$ cat config.mk
export PLATFORM = sky130hd
export DESIGN_NAME = hazard_ctrl
export DESIGN_NICKNAME = d
export VERILOG_FILES = /design/src/rtl/hazard_ctrl.sv
export SDC_FILE = /design/constraint.sdc
export NUM_CORES = 1
export LEC_CHECK = 0
export CAP_MARGIN = 20
export CORE_ASPECT_RATIO = 1.1
export CORE_UTILIZATION = 55
export DETAILED_ROUTE_END_ITERATION = 6
export DONT_BUFFER_PORTS = 1
export GPL_ROUTABILITY_DRIVEN = 1
export PLACE_DENSITY = 0.8
export SLEW_MARGIN = 5
export SYNTH_ARGS = -nofsm -noshare
export SYNTH_HDL_FRONTEND = slang
export SYNTH_SLANG_ARGS = --single-unit
export TNS_END_PERCENT = 30
$ cat constraint.sdc
create_clock -name clk -period 2 [get_ports clk]
set_input_delay 0 -clock clk [delete_from_list [all_inputs] [get_ports clk]]
set_output_delay 0 -clock clk [all_outputs]
set_load 0.02 [all_outputs]
$ cat src/rtl/hazard_ctrl.sv
// Pipeline hazard controller: load-use interlock, taken-branch flush and
// data-memory wait handling with a timeout trap, plus a saturating stall counter.
module hazard_ctrl #(
  parameter int RF_ADDR_WIDTH = 5,
  parameter int MAX_WAIT      = 15,
  parameter int CNT_WIDTH     = 16
) (
  input  logic                     clk,
  input  logic                     rst,
  input  logic [RF_ADDR_WIDTH-1:0] idRs1,
  input  logic [RF_ADDR_WIDTH-1:0] idRs2,
  input  logic                     idUsesRs1,
  input  logic                     idUsesRs2,
  input  logic                     idexMemRead,
  input  logic [RF_ADDR_WIDTH-1:0] idexRd,
  input  logic                     exBranchTaken,
  input  logic                     exmemMemRead,
  input  logic                     dmemReady,
  output logic                     pcWrite,
  output logic                     ifidWrite,
  output logic                     idexWrite,
  output logic                     exmemWrite,
  output logic                     ifidFlush,
  output logic                     idexBubble,
  output logic                     memwbBubble,
  output logic                     memTimeout,
  output logic [CNT_WIDTH-1:0]     stallCount,
  output logic [1:0]               dbg_state
);

  typedef enum logic [1:0] {
    ST_RUN  = 2'd0,
    ST_WAIT = 2'd1,
    ST_ERR  = 2'd2
  } state_t;

  // wait_cnt_q holds the number of stalled cycles already completed; the
  // stalled cycle that would make it MAX_WAIT traps into ST_ERR instead.
  localparam logic [7:0] WAIT_LAST = 8'(MAX_WAIT - 1);

  state_t               state_q, state_d;
  logic [7:0]           wait_cnt_q, wait_cnt_d;
  logic                 mem_timeout_q, mem_timeout_d;
  logic [CNT_WIDTH-1:0] stall_cnt_q, stall_cnt_d;
  logic                 br_pend_q, br_pend_d;
  logic                 lu_mask_q, lu_mask_d;

  logic mem_stall;
  logic load_use;
  logic branch_eff;
  logic lu_bubble;

  assign mem_stall  = (state_q != ST_ERR) && exmemMemRead && !dmemReady;
  assign load_use   = idexMemRead && (idexRd != '0) &&
                      ((idUsesRs1 && (idRs1 == idexRd)) ||
                       (idUsesRs2 && (idRs2 == idexRd)));
  // A branch seen while EX was frozen is remembered until the stall releases.
  assign branch_eff = exBranchTaken || br_pend_q;
  assign lu_bubble  = (state_q != ST_ERR) && !mem_stall && !branch_eff &&
                      load_use && !lu_mask_q;

  always_comb begin
    pcWrite     = 1'b1;
    ifidWrite   = 1'b1;
    idexWrite   = 1'b1;
    exmemWrite  = 1'b1;
    ifidFlush   = 1'b0;
    idexBubble  = 1'b0;
    memwbBubble = 1'b0;
    if (state_q == ST_ERR || mem_stall) begin
      pcWrite     = 1'b0;
      ifidWrite   = 1'b0;
      idexWrite   = 1'b0;
      exmemWrite  = 1'b0;
      memwbBubble = 1'b1;
    end else if (branch_eff) begin
      ifidFlush  = 1'b1;
      idexBubble = 1'b1;
    end else if (lu_bubble) begin
      pcWrite    = 1'b0;
      ifidWrite  = 1'b0;
      idexBubble = 1'b1;
    end
  end

  always_comb begin
    state_d    = state_q;
    wait_cnt_d = wait_cnt_q;
    br_pend_d  = 1'b0;
    lu_mask_d  = 1'b0;
    unique case (state_q)
      ST_RUN, ST_WAIT: begin
        if (mem_stall) begin
          br_pend_d = br_pend_q | exBranchTaken;
          if (wait_cnt_q == WAIT_LAST) begin
            state_d = ST_ERR;
          end else begin
            state_d    = ST_WAIT;
            wait_cnt_d = wait_cnt_q + 8'd1;
          end
        end else begin
          state_d    = ST_RUN;
          wait_cnt_d = '0;
          lu_mask_d  = lu_bubble;
        end
      end
      default: state_d = ST_ERR;
    endcase
  end

  always_comb begin
    mem_timeout_d = mem_timeout_q | (state_d == ST_ERR);
    stall_cnt_d   = stall_cnt_q;
    if (!pcWrite && (stall_cnt_q != '1)) begin
      stall_cnt_d = stall_cnt_q + CNT_WIDTH'(1);
    end
  end

  always_ff @(posedge clk or posedge rst) begin
    if (rst) begin
      state_q       <= ST_RUN;
      wait_cnt_q    <= '0;
      mem_timeout_q <= 1'b0;
      stall_cnt_q   <= '0;
      br_pend_q     <= 1'b0;
      lu_mask_q     <= 1'b0;
    end else begin
      state_q       <= state_d;
      wait_cnt_q    <= wait_cnt_d;
      mem_timeout_q <= mem_timeout_d;
      stall_cnt_q   <= stall_cnt_d;
      br_pend_q     <= br_pend_d;
      lu_mask_q     <= lu_mask_d;
    end
  end

  assign memTimeout = mem_timeout_q;
  assign stallCount = stall_cnt_q;
  assign dbg_state  = state_q;

endmodule

# --- Yosys cells after proc, flatten, opt, wreduce, memory -nomap -nowiden ---
# Cells that the tools add are included.
totals:
  output_inout_bits: 26
  regBits: 29
  inputBits: 23
classes:
  n_eq_ne: 9
  reduce_logical: 23
  mux: 19
  bitwise: 2
  addsub: 2
ops:
  columns: ["op", "count"]
  rows:
  - ["$add 16x1->16 const B", 1]
  - ["$mux 8", 2]
  - ["$ne 16x16->1 const B", 1]
  - ["$mux 1", 14]
  - ["$logic_and 1x1->1", 11]
  - ["$eq 5x5->1", 2]
  - ["$add 8x1->8 const B", 1]
  - ["$eq 8x4->1 const B", 1]
  - ["$mux 2", 3]
  - ["$logic_not 1->1", 5]
  - ["$reduce_bool 5->1", 1]
  - ["$eq 2x2->1 const B", 2]
  - ["$ne 2x2->1 const B", 2]
  - ["$logic_or 1x1->1", 3]
  - ["$eq 2x1->1 const B", 1]
  - ["$logic_not 2->1", 1]
  - ["$or 1x1->1", 2]
  - ["$reduce_and 2->1", 1]
  - ["$reduce_or 2->1", 1]

# --- Depth between registers and ports, before layout ---
logic_depth:
  ltp_word: 13
  depth_mapped: 7
  ltp_nobuf: 7

# --- Worst setup path after synthesis ---
# OpenSTA, ideal clock, no wires.
synth_path:
  path_type: "reg-to-reg"
  from: "register stall_cnt_q[0], in the netlist stallCount[0]"
  to: "register stall_cnt_q[1], in the netlist stallCount[1]"
  synth_period_minus_slack_ns: 1.900
  path_slack_ns: 0.100
  arrival_ns: 1.774
  stages_incl_launch_ff: 6
  setup_time_ns: 0.125
  path_buffers: 0
  t_required_ns: 1.875
  path_cell_list: "dfrtp_1 -> ha_1 -> nand4_4 -> nor3_4 -> nor2_2 -> mux2_4"
synth_via:
  elab_chain_len: 2
  elab_cells_between_ends: 3
synth_lines:
  columns: ["item", "line_no", "source"]
  rows:
  - ["from (decl)", "44", "logic [CNT_WIDTH-1:0] stall_cnt_q, stall_cnt_d;"]
  - ["from (signal assigned)", "131", "stall_cnt_q <= stall_cnt_d;"]
  - ["branches (longest 2 deep; another with $add 16x1->16)", null, null]
# Parallel ways; which one is timed is not known.
# A chain may end at the register's enable or synchronous reset.

# --- Worst setup path after layout ---
layout_path:
  from: "register br_pend_q"
  to: "register stall_cnt_q[14], in the netlist stallCount[14]"
layout_via:
  elab_chain_len: 10
layout_lines:
  columns: ["item", "line_no", "source"]
  rows:
  - ["from (decl)", "45", "logic br_pend_q, br_pend_d;"]
  - ["from (signal assigned)", "132", "br_pend_q <= br_pend_d;"]
  - ["$logic_or 1x1->1 (*)", "58", "assign branch_eff = exBranchTaken || br_pend_q;"]
  - ["$logic_not 1->1", "59", "assign lu_bubble = (state_q != ST_ERR) && !mem_stall && !branch_eff &&"]
  - ["$logic_and 1x1->1 (2 in series)", "59", null]
  - ["$logic_and 1x1->1", "60", "load_use && !lu_mask_q;"]
  - ["$mux 1", "79", "end else if (lu_bubble) begin"]
  - ["$mux 1 (*)", "76", "end else if (branch_eff) begin"]
  - ["$mux 1 (*)", "70", "if (state_q == ST_ERR || mem_stall) begin"]
  - ["$logic_not 1->1 (*)", "114", "if (!pcWrite && (stall_cnt_q != '1)) begin"]
  - ["$logic_and 1x1->1 (*)", "114", null]
# Mark *: on every way between the ends. The rest lies on a longest branch, timed or not.

==> results.cfg <==
[status]
status = completed

[cts]
numCtsBuffers = 5
clk_latency_ns = 0.34
postCtsSetupBuffers = 0
cts.sinks = 29
cts_buffer_depth = 2
cts_tree = yes
root_buffer = clkbuf_4
htree_num_levels = 2
clk_pin_slew_ns = 0.09

[sta]
skew_ns = 0.00351
finalMaxSlewViolations = 0
worst_pin_slew_ns = 0.584
finalSetupTns_ns = 0
hold_viol = 0
min_period_ns = 1.77
rsz0062_at_grt = false
setup_viol = 0
relSlewSlack_pct = 61.0
fmax_mhz = 564
final.setup.worst_slack_ns = 0.227
fin_crit_sh_pct = 88.7

[layout]
drive_gt1_share_pct = 26.2
fin_nets = 220
utilization_pct = 69.5
fin_cells = 228
final_common_cell = dfrtp_1
final_cell_mix = 29 x dfrtp_1, 20 x buf_4, 17 x nand2_1
n_antenna_cell = 0
area_delta_synth_final_pct = 17.3

[global_route]
overflow = 0
grt_use_total_pct = 26.3
grt_antenna_before_repair = 0
grt_pass1_wl_um = 5950
first_global_vias = 1398
grt_max_degree = 30

[drt]
drc = 0
wl_met1_um = 1430
drtAntennaViolNets = 0
dr.pass1.iters = 4
viasPerCell = 5.95
routedWlPerCell_um = 16.1
routed_wl_um = 3660
vias = 1357
maxUsedRoutingLayer = met4
drtIter0Drc = 32
wl_met2_um = 1940
wl_met3_um = 217

[power_and_ir_drop]
power_density_nw_per_um2 = 535
leakagePower_uw = 0.000854
p_int_uw = 816
ir_worst_vdd_v = 0.000409
sequentialPowerShare_pct = 55.8
swShare_pct = 22.3
combPwrFrac_pct = 5.3
power_frac_clock_pct = 38.9
power_uw = 1050
power_switching_uw = 235

[die]
die_h_um = 59.9
io_pins = 49
dieWidth_um = 54.6
start_util_pct = 59.2
core_um2 = 2830
dieArea_um2 = 3270
row_count = 20

[yosys]
synthTopCellsByArea = dfrtp_1 43%, xnor2_1 6.8%, xor2_1 4.2%
synth_edf_count = 0
synth_mux_area_share_pct = 3.58
ys.flop_type = dfrtp_1
synth_compound_area_share_pct = 9.11
async_flop_share_pct = 100
ys_seq_elements = 29
synth_area_um2 = 1680
post-synth-top-area-fraction_pct = 43.3
synthSimpleGateAreaFrac_pct = 27.0
synth_top_family_by_area = simple AND/OR/NAND/NOR gates
synth_fa_ha_area_share_pct = 2.24
synth_nets = 191
synth.distinct_cells = 41
synth_xor_area_share_pct = 11.0
synth_area_leader_cell = dfrtp_1
syn-instance-count = 165
synth-seq-area-share_pct = 43.3
synth_area_per_cell_um2 = 10.2
yosys_warnings = 0

[place]
dp.cells = 215
detailedPlace.worstSlack_ns = 0.143
dp_hpwl_um = 2840
numPortBuffers = 0
place.gp.congestion = 0.785

[min_path]
hp-class = in2reg

[setup_path]
cp_data_arrival_time_ns = 2.00
cpPeakStageDelay_ns = 0.38
required_ns = 2.22
worstSetupEndpointType = register
critPathTopFamily = simple AND/OR/NAND/NOR gates
crit_path_top_delay_cell = dfrtp_1
critPathKind = reg2reg
critical_path_peak_fanout = 18
crit_buf_inv = 0
startpoint_type = register
path_cells = nor2_2, nand3b_1, a21oi_2, a21oi_4, nor4_2, mux2_1

[run]
max_cap_violations = 0
state kept, by name, indices dropped and copies added (netlist names):
register    cells
stallCount     16
wait_cnt_q      8
dbg_state       2
br_pend_q       1
lu_mask_q       1
memTimeout      1
area by class of cell:
cell class / count / area, um^2
tap: 33 / 41.3
clock buffer: 7 / 65.1
inverter: 10 / 37.5
timing repair buffer: 25 / 200
clock inverter: 1 / 5.00
fill: 209 / 863
multi-input combinational: 123 / 890
sequential: 29 / 726
cell families (layout without fill, tap and decap cells):
group           Yosys count  in the layout
compound gates           24             24
xor+xnor                 21             21
fa+ha+maj                 3              3
buf+inv                  13             43
flops                    29             29
mux                       5              5
simple gates             70             70
what timing repair did:
item | in CTS | in global routing
setup endpoints to repair | 0 | 1
gates resized for setup | 0 | 1
endpoints found under the hold margin | 33 | 0
hold buffers | 5 | 0
metrics by stage:
| stage | area [um^2] | hold slack [ns] |
|---|---|---|
| 6_report | 1960 | 0.00638 |
| 5_1_grt | 1960 | 0.0402 |
| 4_1_cts | 1960 | 0.00799 |
| 3_5_place_dp | 1840 | -0.0169 |
| 3_3_place_gp | 1840 | -0.0241 |
| 2_1_floorplan | 1680 | 0.0781 |
Yosys cell counts (5+ instances only):
master and count:
nor3_1 8, inv_1 10, xor2_1 8, nand2_1 17, nand3_1 7, dfrtp_1 29, nand4_1 5, xnor2_1 13
o21ai_0 12, nor2_1 7
path summary, 6_finish.rpt:
| check | slack (ns) | cells past startpoint | end | from |
|---|---|---|---|---|
| max | 0.23 | 6 | stallCount[14] | br_pend_q |
| min | 0.006 | 4 | lu_mask_q | idexMemRead |
| max reg2reg | 0.23 | 6 | stallCount[14] | br_pend_q |
| min reg2reg | 0.51 | 1 | wait_cnt_q[3] | wait_cnt_q[3] |
| max in group asynchronous | 1.57 | 3 | stallCount[7] | rst |
| min in group asynchronous | 0.17 | 3 | memTimeout | rst |
routing by layer:
metal | global-route usage, % | up-vias
met3 | 5.60 | 7
li1 | - | 633
met1 | 29.8 | 666
met5 | 0 | -
met2 | 45.3 | 51
met4 | 13.2 | 0
power groups by stage:
stage / Combinational (uW) / Sequential, uW / Clock, uW
final: 55.8 / 586 / 409
after global routing: 64.5 / 586 / 438
after CTS: 55.8 / 586 / 420
after detailed placement: 49.5 / 597 / 0
after global placement: 46.2 / 597 / 0
after floorplan: 39.2 / 597 / 0
tightest hold or removal path: stages:
cell and delay, ns:
nand3b_1 0.08, a21oi_2 0.06, nand2_1 0.12, nor3_1 0.05
Power figures use the tool's default switching activity.
